**config.mk**
```make
export PLATFORM = sky130hd
export DESIGN_NAME = pix_roi_crop
export DESIGN_NICKNAME = d
export VERILOG_FILES = /design/src/rtl/pix_roi_crop_pkg.sv /design/src/rtl/pix_pos_counter.sv /design/src/rtl/pix_roi_crop.sv
export SDC_FILE = /design/constraint.sdc
export NUM_CORES = 1
export LEC_CHECK = 0
export ABC_AREA = 1
export CORE_MARGIN = 8
export CORE_UTILIZATION = 35
export CTS_CLUSTER_DIAMETER = 30
export DETAILED_ROUTE_END_ITERATION = 8
export MAX_ROUTING_LAYER = met4
export SLEW_MARGIN = 25
export SYNTH_ARGS = -nofsm -noshare
export SYNTH_HDL_FRONTEND = slang
export SYNTH_HIERARCHICAL = 1
export SYNTH_SLANG_ARGS = --single-unit
```
**constraint.sdc**
```tcl
create_clock -name clk -period 13.4 [get_ports clk]
set_input_delay 3.35 -clock clk [delete_from_list [all_inputs] [get_ports clk]]
set_output_delay 3.35 -clock clk [all_outputs]
set_load 0.005 [all_outputs]
```
**src/rtl/pix_roi_crop_pkg.sv**
```systemverilog
// Shared types and helpers for the pix_roi_crop ROI extractor.
package pix_roi_crop_pkg;

  localparam int unsigned CNT_W_DEF = 16;

  typedef enum logic [1:0] {
    S_WAIT_LOW = 2'd0,
    S_IDLE     = 2'd1,
    S_FRAME    = 2'd2,
    S_SKIP     = 2'd3
  } state_t;

  // Increment val, holding at the all-ones value of a width-bit counter.
  function automatic logic [31:0] sat_inc(input logic [31:0] val, input int unsigned width);
    logic [31:0] max_val;
    max_val = (width >= 32) ? 32'hFFFF_FFFF : ((32'd1 << width) - 32'd1);
    return (val >= max_val) ? val : val + 32'd1;
  endfunction

endpackage

```
**src/rtl/pix_pos_counter.sv**
```systemverilog
// fval/lval edge detection plus saturating column (beat) and line counters.
module pix_pos_counter
  import pix_roi_crop_pkg::*;
#(
  parameter int unsigned CNT_W = CNT_W_DEF
) (
  input  logic             clk,
  input  logic             reset,
  input  logic             i_fval,
  input  logic             i_lval,
  output logic [CNT_W-1:0] col,
  output logic [CNT_W-1:0] line_c,
  output logic             fval_rise_c,
  output logic             fval_fall_c,
  output logic             lval_fall_c
);

  logic             fval_q, fval_d;
  logic             lval_q, lval_d;
  logic [CNT_W-1:0] col_q, col_d;
  logic [CNT_W-1:0] line_q, line_d;

  always_comb begin : next_c
    fval_d      = i_fval;
    lval_d      = i_lval;
    fval_rise_c = i_fval & ~fval_q;
    fval_fall_c = ~i_fval & fval_q;
    lval_fall_c = ~i_lval & lval_q;
    col_d       = i_lval ? CNT_W'(sat_inc(32'(col_q), CNT_W)) : '0;
    line_d      = line_q;
    if (fval_rise_c) begin
      line_d = '0;
    end else if (lval_fall_c && i_fval) begin
      line_d = CNT_W'(sat_inc(32'(line_q), CNT_W));
    end
    // The first beat of a new frame already belongs to line 0.
    line_c = fval_rise_c ? '0 : line_q;
  end

  always_ff @(posedge clk) begin : regs
    if (reset) begin
      fval_q <= 1'b0;
      lval_q <= 1'b0;
      col_q  <= '0;
      line_q <= '0;
    end else begin
      fval_q <= fval_d;
      lval_q <= lval_d;
      col_q  <= col_d;
      line_q <= line_d;
    end
  end

  assign col = col_q;

endmodule

```
**src/rtl/pix_roi_crop.sv**
```systemverilog
// Crops a programmable ROI out of an fval/lval pixel stream and flags out-of-frame ROIs.
// Optional ROI_CROP_STAT_EN adds measured line width / frame height outputs.
module pix_roi_crop
  import pix_roi_crop_pkg::*;
#(
  parameter int unsigned DATA_WIDTH  = 12,
  parameter int unsigned CHANNEL_NUM = 4,
  parameter int unsigned CNT_W       = CNT_W_DEF
) (
  input  logic                              clk,
  input  logic                              reset,
  input  logic                              i_fval,
  input  logic                              i_lval,
  input  logic [DATA_WIDTH*CHANNEL_NUM-1:0] iv_din,
  input  logic [CNT_W-1:0]                  iv_offset_x,
  input  logic [CNT_W-1:0]                  iv_roi_width,
  input  logic [CNT_W-1:0]                  iv_offset_y,
  input  logic [CNT_W-1:0]                  iv_roi_height,
  output logic                              o_fval,
  output logic                              o_lval,
  output logic [DATA_WIDTH*CHANNEL_NUM-1:0] ov_dout,
  output logic                              o_roi_err,
  output logic [CNT_W-1:0]                  ov_meas_width,
  output logic [CNT_W-1:0]                  ov_meas_height
);

  localparam int unsigned BUS_W = DATA_WIDTH * CHANNEL_NUM;
  localparam int unsigned SUM_W = CNT_W + 1;

  logic [CNT_W-1:0] col, line_c;
  logic             fval_rise_c, fval_fall_c, lval_fall_c;

  pix_pos_counter #(.CNT_W(CNT_W)) u_pos (
    .clk         (clk),
    .reset       (reset),
    .i_fval      (i_fval),
    .i_lval      (i_lval),
    .col         (col),
    .line_c      (line_c),
    .fval_rise_c (fval_rise_c),
    .fval_fall_c (fval_fall_c),
    .lval_fall_c (lval_fall_c)
  );

  logic [CNT_W-1:0] off_x_q, off_x_d, roi_w_q, roi_w_d;
  logic [CNT_W-1:0] off_y_q, off_y_d, roi_h_q, roi_h_d;
  logic [SUM_W-1:0] x_end_c, y_end_c;
  logic             row_in_roi_c, in_roi_c, active_c;
  state_t           state_q, state_d;
  logic             err_q, err_d;
  logic             o_fval_q, o_fval_d, o_lval_q, o_lval_d;
  logic             o_roi_err_q, o_roi_err_d;
  logic [BUS_W-1:0] dout_q, dout_d;

  // Shadow ROI: the value seen on the fval rise beat is used for the whole frame.
  always_comb begin : shadow_c
    off_x_d = off_x_q;
    roi_w_d = roi_w_q;
    off_y_d = off_y_q;
    roi_h_d = roi_h_q;
    if (fval_rise_c) begin
      off_x_d = iv_offset_x;
      roi_w_d = iv_roi_width;
      off_y_d = iv_offset_y;
      roi_h_d = iv_roi_height;
    end
  end

  always_comb begin : match_c
    x_end_c      = SUM_W'(off_x_d) + SUM_W'(roi_w_d);
    y_end_c      = SUM_W'(off_y_d) + SUM_W'(roi_h_d);
    row_in_roi_c = (line_c >= off_y_d) && (SUM_W'(line_c) < y_end_c);
    in_roi_c     = i_lval && (col >= off_x_d) && (SUM_W'(col) < x_end_c) && row_in_roi_c;
  end

  always_comb begin : fsm_c
    state_d     = state_q;
    err_d       = err_q;
    o_roi_err_d = 1'b0;
    unique case (state_q)
      S_WAIT_LOW: if (!i_fval) state_d = S_IDLE;
      S_IDLE: begin
        if (fval_rise_c) begin
          state_d = ((roi_w_d != '0) && (roi_h_d != '0)) ? S_FRAME : S_SKIP;
        end
      end
      S_FRAME, S_SKIP: if (fval_fall_c) state_d = S_IDLE;
      default: state_d = S_WAIT_LOW;
    endcase

    if (fval_rise_c) err_d = 1'b0;
    if (state_q == S_FRAME) begin
      if (lval_fall_c && row_in_roi_c && (SUM_W'(col) < x_end_c)) err_d = 1'b1;
      if (fval_fall_c && (SUM_W'(line_c) < y_end_c)) err_d = 1'b1;
      o_roi_err_d = fval_fall_c && err_d;
    end

    active_c = (state_d == S_FRAME) && i_fval;
    o_fval_d = active_c;
    o_lval_d = active_c && in_roi_c;
    dout_d   = o_lval_d ? iv_din : '0;
  end

  always_ff @(posedge clk) begin : regs
    if (reset) begin
      state_q     <= S_WAIT_LOW;
      off_x_q     <= '0;
      roi_w_q     <= '0;
      off_y_q     <= '0;
      roi_h_q     <= '0;
      err_q       <= 1'b0;
      o_fval_q    <= 1'b0;
      o_lval_q    <= 1'b0;
      o_roi_err_q <= 1'b0;
      dout_q      <= '0;
    end else begin
      state_q     <= state_d;
      off_x_q     <= off_x_d;
      roi_w_q     <= roi_w_d;
      off_y_q     <= off_y_d;
      roi_h_q     <= roi_h_d;
      err_q       <= err_d;
      o_fval_q    <= o_fval_d;
      o_lval_q    <= o_lval_d;
      o_roi_err_q <= o_roi_err_d;
      dout_q      <= dout_d;
    end
  end

  assign o_fval    = o_fval_q;
  assign o_lval    = o_lval_q;
  assign ov_dout   = dout_q;
  assign o_roi_err = o_roi_err_q;

`ifdef ROI_CROP_STAT_EN
  logic [CNT_W-1:0] meas_w_q, meas_w_d, meas_h_q, meas_h_d;

  // Final beat count of each line and line count of each frame, held until replaced.
  always_comb begin : meas_c
    meas_w_d = meas_w_q;
    meas_h_d = meas_h_q;
    if (lval_fall_c && i_fval) meas_w_d = col;
    if (fval_fall_c) meas_h_d = line_c;
  end

  always_ff @(posedge clk) begin : meas_regs
    if (reset) begin
      meas_w_q <= '0;
      meas_h_q <= '0;
    end else begin
      meas_w_q <= meas_w_d;
      meas_h_q <= meas_h_d;
    end
  end

  assign ov_meas_width  = meas_w_q;
  assign ov_meas_height = meas_h_q;
`else
  assign ov_meas_width  = '0;
  assign ov_meas_height = '0;
`endif

endmodule

```
# Word-level counts from Yosys, hierarchy flattened
# Index checks and enable logic that the tools add are counted.
[totals]
regBits = 152
[classes]
order_cmp = 6
addsub = 4
mux = 15
reduce_logical = 21
eq_ne = 4
bitwise = 9
[op_table]
columns = ["op", "count"]
rows = [
  ["$mux W16", 5],
  ["$add A16 B16 Y17", 2],
  ["$lt A16 B17 Y1", 2],
  ["$add A16 B1 Y16 const B", 2],
  ["$ge A16 B16 Y1", 2],
  ["$ge A16 B16 Y1 const B", 2],
  ["$reduce_bool A16 Y1", 2],
  ["$logic_and A1 B1 Y1", 12],
  ["$reduce_or A2 Y1", 5],
  ["$eq A2 B2 Y1 const B", 3],
  ["$mux W1", 6],
  ["$mux W2", 3],
  ["$not A1 Y1", 6],
  ["$pmux W2 S3", 1],
  ["$and A1 B1 Y1", 3],
  ["$eq A2 B1 Y1 const B", 1],
  ["$logic_not A2 Y1", 1],
  ["$reduce_and A2 Y1", 1],
]

# Logic depth before layout (Yosys ltp)
# Gate-level depths: netlist of run 1.
[depth]
depth_word = 13
depth_mapped = 34

# Modules after synthesis
# Netlist of run 1, hierarchy kept.
[modules_own_cells]
columns = ["module", "cells_each", "area_each_um2", "instances", "seq_area_each_um2"]
rows = [
  ["pix_roi_crop", 970, 7225.7, 1, 2362.3],
  ["pix_pos_counter", 331, 2033.2, 1, 680.7],
]

# Least setup slack after synthesis of run 1
# OpenSTA, ideal clock, no wires.
[synth_timing]
path_type = "input to register"
from = "in i_fval"
to = "reg dout_q[38] (netlist: ov_dout[38])"
required_time_ps = 13338
t_arrival_ps = 8043
cell_stages = 33
path_slack_ps = 5295
setup_time_ps = 62
cell_sequence = "inv_2 -> nor2_2 -> clkbuf_1 -> inv_2 -> buf_4 -> buf_6 -> buf_6 -> clkbuf_1 -> or2_2 -> o21ai_0 -> inv_1 -> ha_1 -> nand2_1 -> o21ai_0 -> a21boi_0 -> o21ai_0 -> a21boi_0 -> o21ai_0 -> xnor2_1 -> ha_1 -> nand2_1 -> nor2_1 -> a211oi_1 -> nand2_1 -> nand2_1 -> nand2_1 -> nand3_1 -> nand2_1 -> inv_1 -> nand4_2 -> buf_6 -> buf_8 -> nor2_2"
[synth_via]
word_cells_on_any_way = 31
[synth_lines]
columns = ["item", "line", "rtl"]
rows = [
  ["from (decl)", "pix_roi_crop.sv:12", "input logic i_fval,"],
  ["$and A1 B1 Y1 (*)", "pix_pos_counter.sv:26", "fval_rise_c = i_fval & ~fval_q;"],
  ["net fval_rise_c", "pix_roi_crop.sv:31", "logic fval_rise_c, fval_fall_c, lval_fall_c;"],
  ["$mux W16 (*)", "pix_roi_crop.sv:61", "if (fval_rise_c) begin"],
  ["net off_y_d[2]", "pix_roi_crop.sv:46", "logic [CNT_W-1:0] off_y_q, off_y_d, roi_h_q, roi_h_d;"],
  ["$add A16 B16 Y17", "pix_roi_crop.sv:71", "y_end_c = SUM_W'(off_y_d) + SUM_W'(roi_h_d);"],
  ["$lt A16 B17 Y1", "pix_roi_crop.sv:72", "row_in_roi_c = (line_c >= off_y_d) && (SUM_W'(line_c) < y_end_c);"],
  ["$logic_and A1 B1 Y1 (*)", "pix_roi_crop.sv:72", ""],
  ["$logic_and A1 B1 Y1 (*)", "pix_roi_crop.sv:73", "in_roi_c = i_lval && (col >= off_x_d) && (SUM_W'(col) < x_end_c) && row_in_roi_c;"],
  ["$logic_and A1 B1 Y1 (*)", "pix_roi_crop.sv:100", "o_lval_d = active_c && in_roi_c;"],
  ["$not A1 Y1 (no source line) (*)", "n/a", ""],
  ["$reduce_or A2 Y1 (no source line) (*)", "n/a", ""],
  ["to (signal assigned)", "pix_roi_crop.sv:126", "dout_q <= dout_d;"],
  ["to (decl)", "pix_roi_crop.sv:53", "logic [BUS_W-1:0] dout_q, dout_d;"],
]
# Mark *: on every way through the listed nets, which the timed path passes. The rest lies on a longest branch.
# A chain may end at the register's enable or synchronous reset.

# Final worst setup path of run 1
[layout_timing]
from = "in i_fval"
to = "reg dout_q[4] (netlist: ov_dout[4])"
# The elaborated chain is that of the path after synthesis.

==> flow_summary.yaml, run 1 <==
run_status:
  status: "finished, final reports clean"
placement:
  dpl.hpwl_mm: 20.3
  routabilityCongestion: 0.855
  port_buffers: 166
  pre_cts_slack_ps: 4660
pwr:
  power.density_mw_per_mm2: 110
  ir_drop_mv: 0.0739
  p_leak_uw: 0.00557
synthesis:
  avgSynthCellArea_um2: 7.12
  synth_top_flop_cell: "dfxtp_1"
  synth-edff-count: 0
  yosys_warnings: 6
  ys_seq_elements: 152
  async_reset_ff_frac: 0
  synth_cell_types: 47
  netlist_instances: 1301
  netlist_area_mm2: 0.00926
  yosysSeqAreaShare: 0.329
die:
  boundaryPins: 199
  dieWidth_um: 179
  dieArea_mm2: 0.0319
  placementRows: 59
  core-area_mm2: 0.0260
  initial_core_util: 0.356
  die_h_um: 179
route:
  dr.first_iter.drc_count: 404
  firstDrtPassIters: 5
  vias: 8328
  drc: 0
  finalWirelength_mm: 25.6
  route.antenna.remaining_nets: 0
  avgViaCountPerCell: 4.61
  wl_per_cell_um: 14.2
global_route:
  grt_max_degree: 84
  gr-total-overflow: 0
  antenna_found_initial: 0
  grt_pass1_wl_mm: 40.8
  grt_pass1_vias: 8275
  grt_util_all_layers: 0.165
setup_path:
  path_class: "in -> reg"
  arrival_ps: 8570
  cp-start-kind: "input port"
  worstPathMaxFanout: 83
  required_ps: 13680
  cp-end-kind: "flip-flop"
timing:
  hold_viol_final: 0
  tns_ps: 0
  worst_slack_ps: 5120
  slew_headroom: 0.471
  rsz0062_at_grt: "false"
  setup_viol: 0
  drv_slew: 0
  hold-worst-slack_ps: 468
  fin_crit_ps: 8280
  fmax_mhz: 121
  worst_slew_pin_slew_ps: 793
  finalCritPeriodShare: 0.618
  fin_skew_ps: 8.76
cells_and_area:
  finalNetCount: 1673
  drive_above_1_share: 0.0761
  final_cell_mix: "221 x nand2_1, 190 x inv_1, 181 x nor2_1"
  flow.area_growth_from_synthesis_pct: 26.8
  final_common_cell: "nand2_1"
  antenna_cells: 0
  post-route-util: 0.452
clock_network:
  cts_buffers: 17
  root_buffer: "clkbuf_16"
  cts_buffer_depth: 2
  cts_resized: 0
  cts_sinks: 152
  clock_latency_ps: 420
  clk_pin_slew_ps: 60
  cts.htree.levels: 4
  cts_setup_buffers: 0
  cts_tree: "built"
  cts_hold_buf: 0
run:
  drv_cap: 0
hold_path:
  hp-class: "reg -> reg"
## logic make-up after synthesis
| family | share of synthesized area |
|---|---|
| other | 0.000405 |
| AND/OR/NAND/NOR | 0.277 |
| AO/OA/AOI/OAI | 0.109 |
| XOR/XNOR | 0.0265 |
| adder cells (fa/ha/maj) | 0.134 |
| flip-flops | 0.329 |
| buffers and inverters | 0.124 |
## where the power goes
group | switching [uW] | internal, uW
Clock | 191 | 355
Combinational | 155 | 117
Sequential | 4.59 | 467
## layout make-up
| class | count | area, um2 |
|---|---|---|
| clock buffer | 24 | 502 |
| clock inverter | 7 | 163 |
| fill | 2679 | 14200 |
| inverter | 197 | 739 |
| multi-input combinational | 921 | 5190 |
| sequential | 152 | 3040 |
| tap | 335 | 419 |
| timing repair buffer | 170 | 1690 |
## synthesized netlist by cell type, drive strengths merged (10+ instances only)
library cell / instances / area, um2
clkbuf: 16 / 60.1
or2: 60 / 375
nor3: 13 / 76.3
ha: 96 / 1200
o21ai: 81 / 409
buf: 46 / 348
inv: 196 / 736
nand2: 228 / 878
nor2: 198 / 815
a31oi: 10 / 62.6
nand3: 49 / 255
xnor2: 14 / 123
xor2: 14 / 123
dfxtp: 152 / 3040
a21oi: 83 / 415
nand4: 18 / 119
## worst max-delay path, stage by stage
cell and delay (ps):
clkdlybuf4s50_1 600, inv_2 90, nor2_4 100, buf_4 610, o21ai_0 320, inv_1 110, ha_1 210, nand2_1 60
o21ai_0 280, a21boi_0 190, o21ai_0 370, a21boi_0 210, o21ai_0 330, xnor2_1 110, ha_1 280, nand2_1 60
nor2_1 110, nand2_1 60, nand2_1 60, nand2_1 50, nand2_1 50, nand3_1 80, nand2_1 70, inv_1 60
nand4_2 80, buf_4 480, nor2_1 90
## metrics by stage
stage / cells / total power, uW / area, um2
final: 1806 / 1290 / 11700
after global routing: 1806 / 1370 / 11700
after CTS: 1806 / 1310 / 11700
after detailed placement: 1775 / 754 / 11100
after global placement: 1775 / 751 / 11100
after floorplan: 1332 / 676 / 9380
## path summary, 6_finish.rpt
kind,from,end,slack (ps),cells past startpoint
setup / recovery,i_fval,ov_dout[4],5120,27
hold / removal,roi_h_q[11],roi_h_q[11],470,2
setup reg to reg,u_pos/fval_q,ov_dout[4],8380,25
hold reg to reg,roi_h_q[11],roi_h_q[11],470,2
## routing by layer
layer  global-route usage  vias up  share of wire
met3               0.0292       20          0.028
met5                    -        -              0
met2                0.310      119           0.54
li1                     -     4387              -
met1                0.177     3802           0.42
met4               0.0372        0          0.013
## registers in the layout (all words and copies together) (netlist names)
| signal | count |
|---|---|
| o_fval | 1 |
| roi_w_q | 16 |
| u_pos/lval_q | 1 |
| err_q | 1 |
| u_pos/line_q | 16 |
| ov_dout | 48 |
| u_pos/col | 16 |
| o_lval | 1 |
| roi_h_q | 16 |
| off_x_q | 16 |
| state_q | 2 |
| u_pos/fval_q | 1 |
| o_roi_err | 1 |
| off_y_q | 16 |
Power figures use the tool's default switching activity.
==> run 2: changes to the inputs <==
==> constraint.sdc (replaced) <==
create_clock -name clk -period 8.2 [get_ports clk]
set_input_delay 2.05 -clock clk [delete_from_list [all_inputs] [get_ports clk]]
set_output_delay 2.05 -clock clk [all_outputs]
set_load 0.005 [all_outputs]
==> run 2 against run 1 <==
Global-route usage shrank 0.25 points. Via count down 0.49%. Largest cell class unchanged. Die area unchanged. Worst hold slack worse by 5.4 ps.
==> flow_summary.yaml, run 2 (same netlist as run 1, synthesis figures left out) <==
run_status:
  status: "finished, final reports clean"
timing:
  hold-worst-slack_ps: 462
  rsz0062_at_grt: "false"
  worst_slew_pin_slew_ps: 821
  fmax_mhz: 142
  tns_ps: 0
  fin_skew_ps: 11.0
  hold_viol_final: 0
  slew_headroom: 0.453
  setup_viol: 0
  fin_crit_ps: 7030
  finalCritPeriodShare: 0.857
  drv_slew: 0
die:
  placementRows: 59
  core-area_mm2: 0.0260
  initial_core_util: 0.356
  dieWidth_um: 179
  boundaryPins: 199
  die_h_um: 179
  dieArea_mm2: 0.0319
global_route:
  grt_util_all_layers: 0.163
  gr-total-overflow: 0
  grt_pass1_wl_mm: 40.2
  grt_max_degree: 84
  grt_pass1_vias: 7921
  antenna_found_initial: 0
placement:
  place_inst: 1775
  routabilityCongestion: 0.865
  placed_area_mm2: 0.0111
  port_buffers: 166
  dpl.hpwl_mm: 20.2
hold_path:
  hp-class: "reg -> reg"
  holdPathStages: 2
  hold_start: "roi_h_q[11]"
  min_to: "roi_h_q[11]"
clock_network:
  clock_latency_ps: 430
  cts_buffer_depth: 2
  cts_buffers: 17
  clk_pin_slew_ps: 60
  cts_setup_buffers: 0
  root_buffer: "clkbuf_16"
  cts.htree.levels: 4
  cts_sinks: 152
  cts_resized: 0
  cts_hold_buf: 0
  cts_tree: "built"
route:
  finalWirelength_mm: 25.7
  avgViaCountPerCell: 4.59
  vias: 8287
  wl_per_cell_um: 14.3
  firstDrtPassIters: 4
  dr.first_iter.drc_count: 389
  route.antenna.remaining_nets: 0
  drc: 0
setup_path:
  cp_common_cell: "nand2_1"
  cpPeakStageDelay_ps: 600
  ff2ff_setup_slack_ps: 3090
  worstReg2RegStart: "u_pos/fval_q"
  cp-end-kind: "flip-flop"
  path_class: "in -> reg"
  cp-start-kind: "input port"
  worstReg2RegEnd: "ov_dout[19]"
  arrival_ps: 7310
  required_ps: 8490
  critPathSlowestCell: "clkdlybuf4s50_1"
  reg2reg_depth: 28
  worstPathMaxFanout: 51
cells_and_area:
  flow.area_growth_from_synthesis_pct: 26.2
  antenna_cells: 0
  largest_register_ffs: 48
  final_area_mm2: 0.0117
  fill_cells: 2665
  finalNetCount: 1673
  stdcell_count: 1805
  final_cell_mix: "221 x nand2_1, 190 x inv_1, 181 x nor2_1"
  final_common_cell: "nand2_1"
  drive_above_1_share: 0.0762
pwr:
  power.density_mw_per_mm2: 175
  ir_drop_mv: 0.118
  p_leak_uw: 0.00555
  power_uw: 2040
run:
  drv_cap: 0
-- run 2: cell types whose count changed in the layout (fill, tap and decap cells not counted), sizes merged --
cell	previous run	this run
bufinv	5	4
clkinvlp	1	0
clkinv	2	8
clkbuf	24	19
-- run 2: power breakdown --
part	internal, uW	switching [uW]
Clock	510	314
Combinational	192	256
Sequential	763	7.71
Total	1470	577
-- run 2: final cells by class --
cell class	instances	area (um2)	share of cell area
multi-input cells	921	5190	0.444
flip-flops and latches	152	3040	0.260
repair buffers	170	1700	0.145
inverters	197	739	0.0633
clock buffers	19	443	0.0379
well taps	335	419	0.0359
clock inverters	11	155	0.0133
-- run 2: critical path, delay by kind of cell --
kind | cells | cell delay, ps
buffers and inverters | 7 | 1700
adder cells (fa/ha/maj) | 3 | 760
AO/OA/AOI/OAI | 3 | 890
XOR/XNOR | 1 | 120
AND/OR/NAND/NOR | 16 | 1710
-- run 2: routing by layer --
layer | up-vias | global-route usage | share of wire | wire [um]
li1 | 4387 | - | - | -
met1 | 3766 | 0.178 | 0.41 | 10600
met2 | 111 | 0.297 | 0.54 | 14000
met3 | 23 | 0.0309 | 0.029 | 756
met4 | 0 | 0.0427 | 0.015 | 376
met5 | - | - | 0 | 0
-- run 2: how the worst max path moves through the flow --
| stage | startpoint | endpoint | depth (start not counted) |
|---|---|---|---|
| CTS | i_fval | ov_dout[29] | 30 |
| global route | i_fval | ov_dout[33] | 28 |
| finish | i_fval | ov_dout[19] | 30 |
| global placement | i_fval | ov_dout[29] | 30 |
| detailed placement | i_fval | ov_dout[29] | 28 |
| floorplan | i_fval | ov_dout[38] | 33 |
-- run 2: stage by stage --
| step | setup slack (ps) | utilization |
|---|---|---|
| finish | 1170 | 0.450 |
| global route | 651 | 0.450 |
| CTS | 1170 | 0.450 |
| detailed placement | 755 | 0.427 |
| global placement | 909 | 0.427 |
| floorplan | 1400 | - |
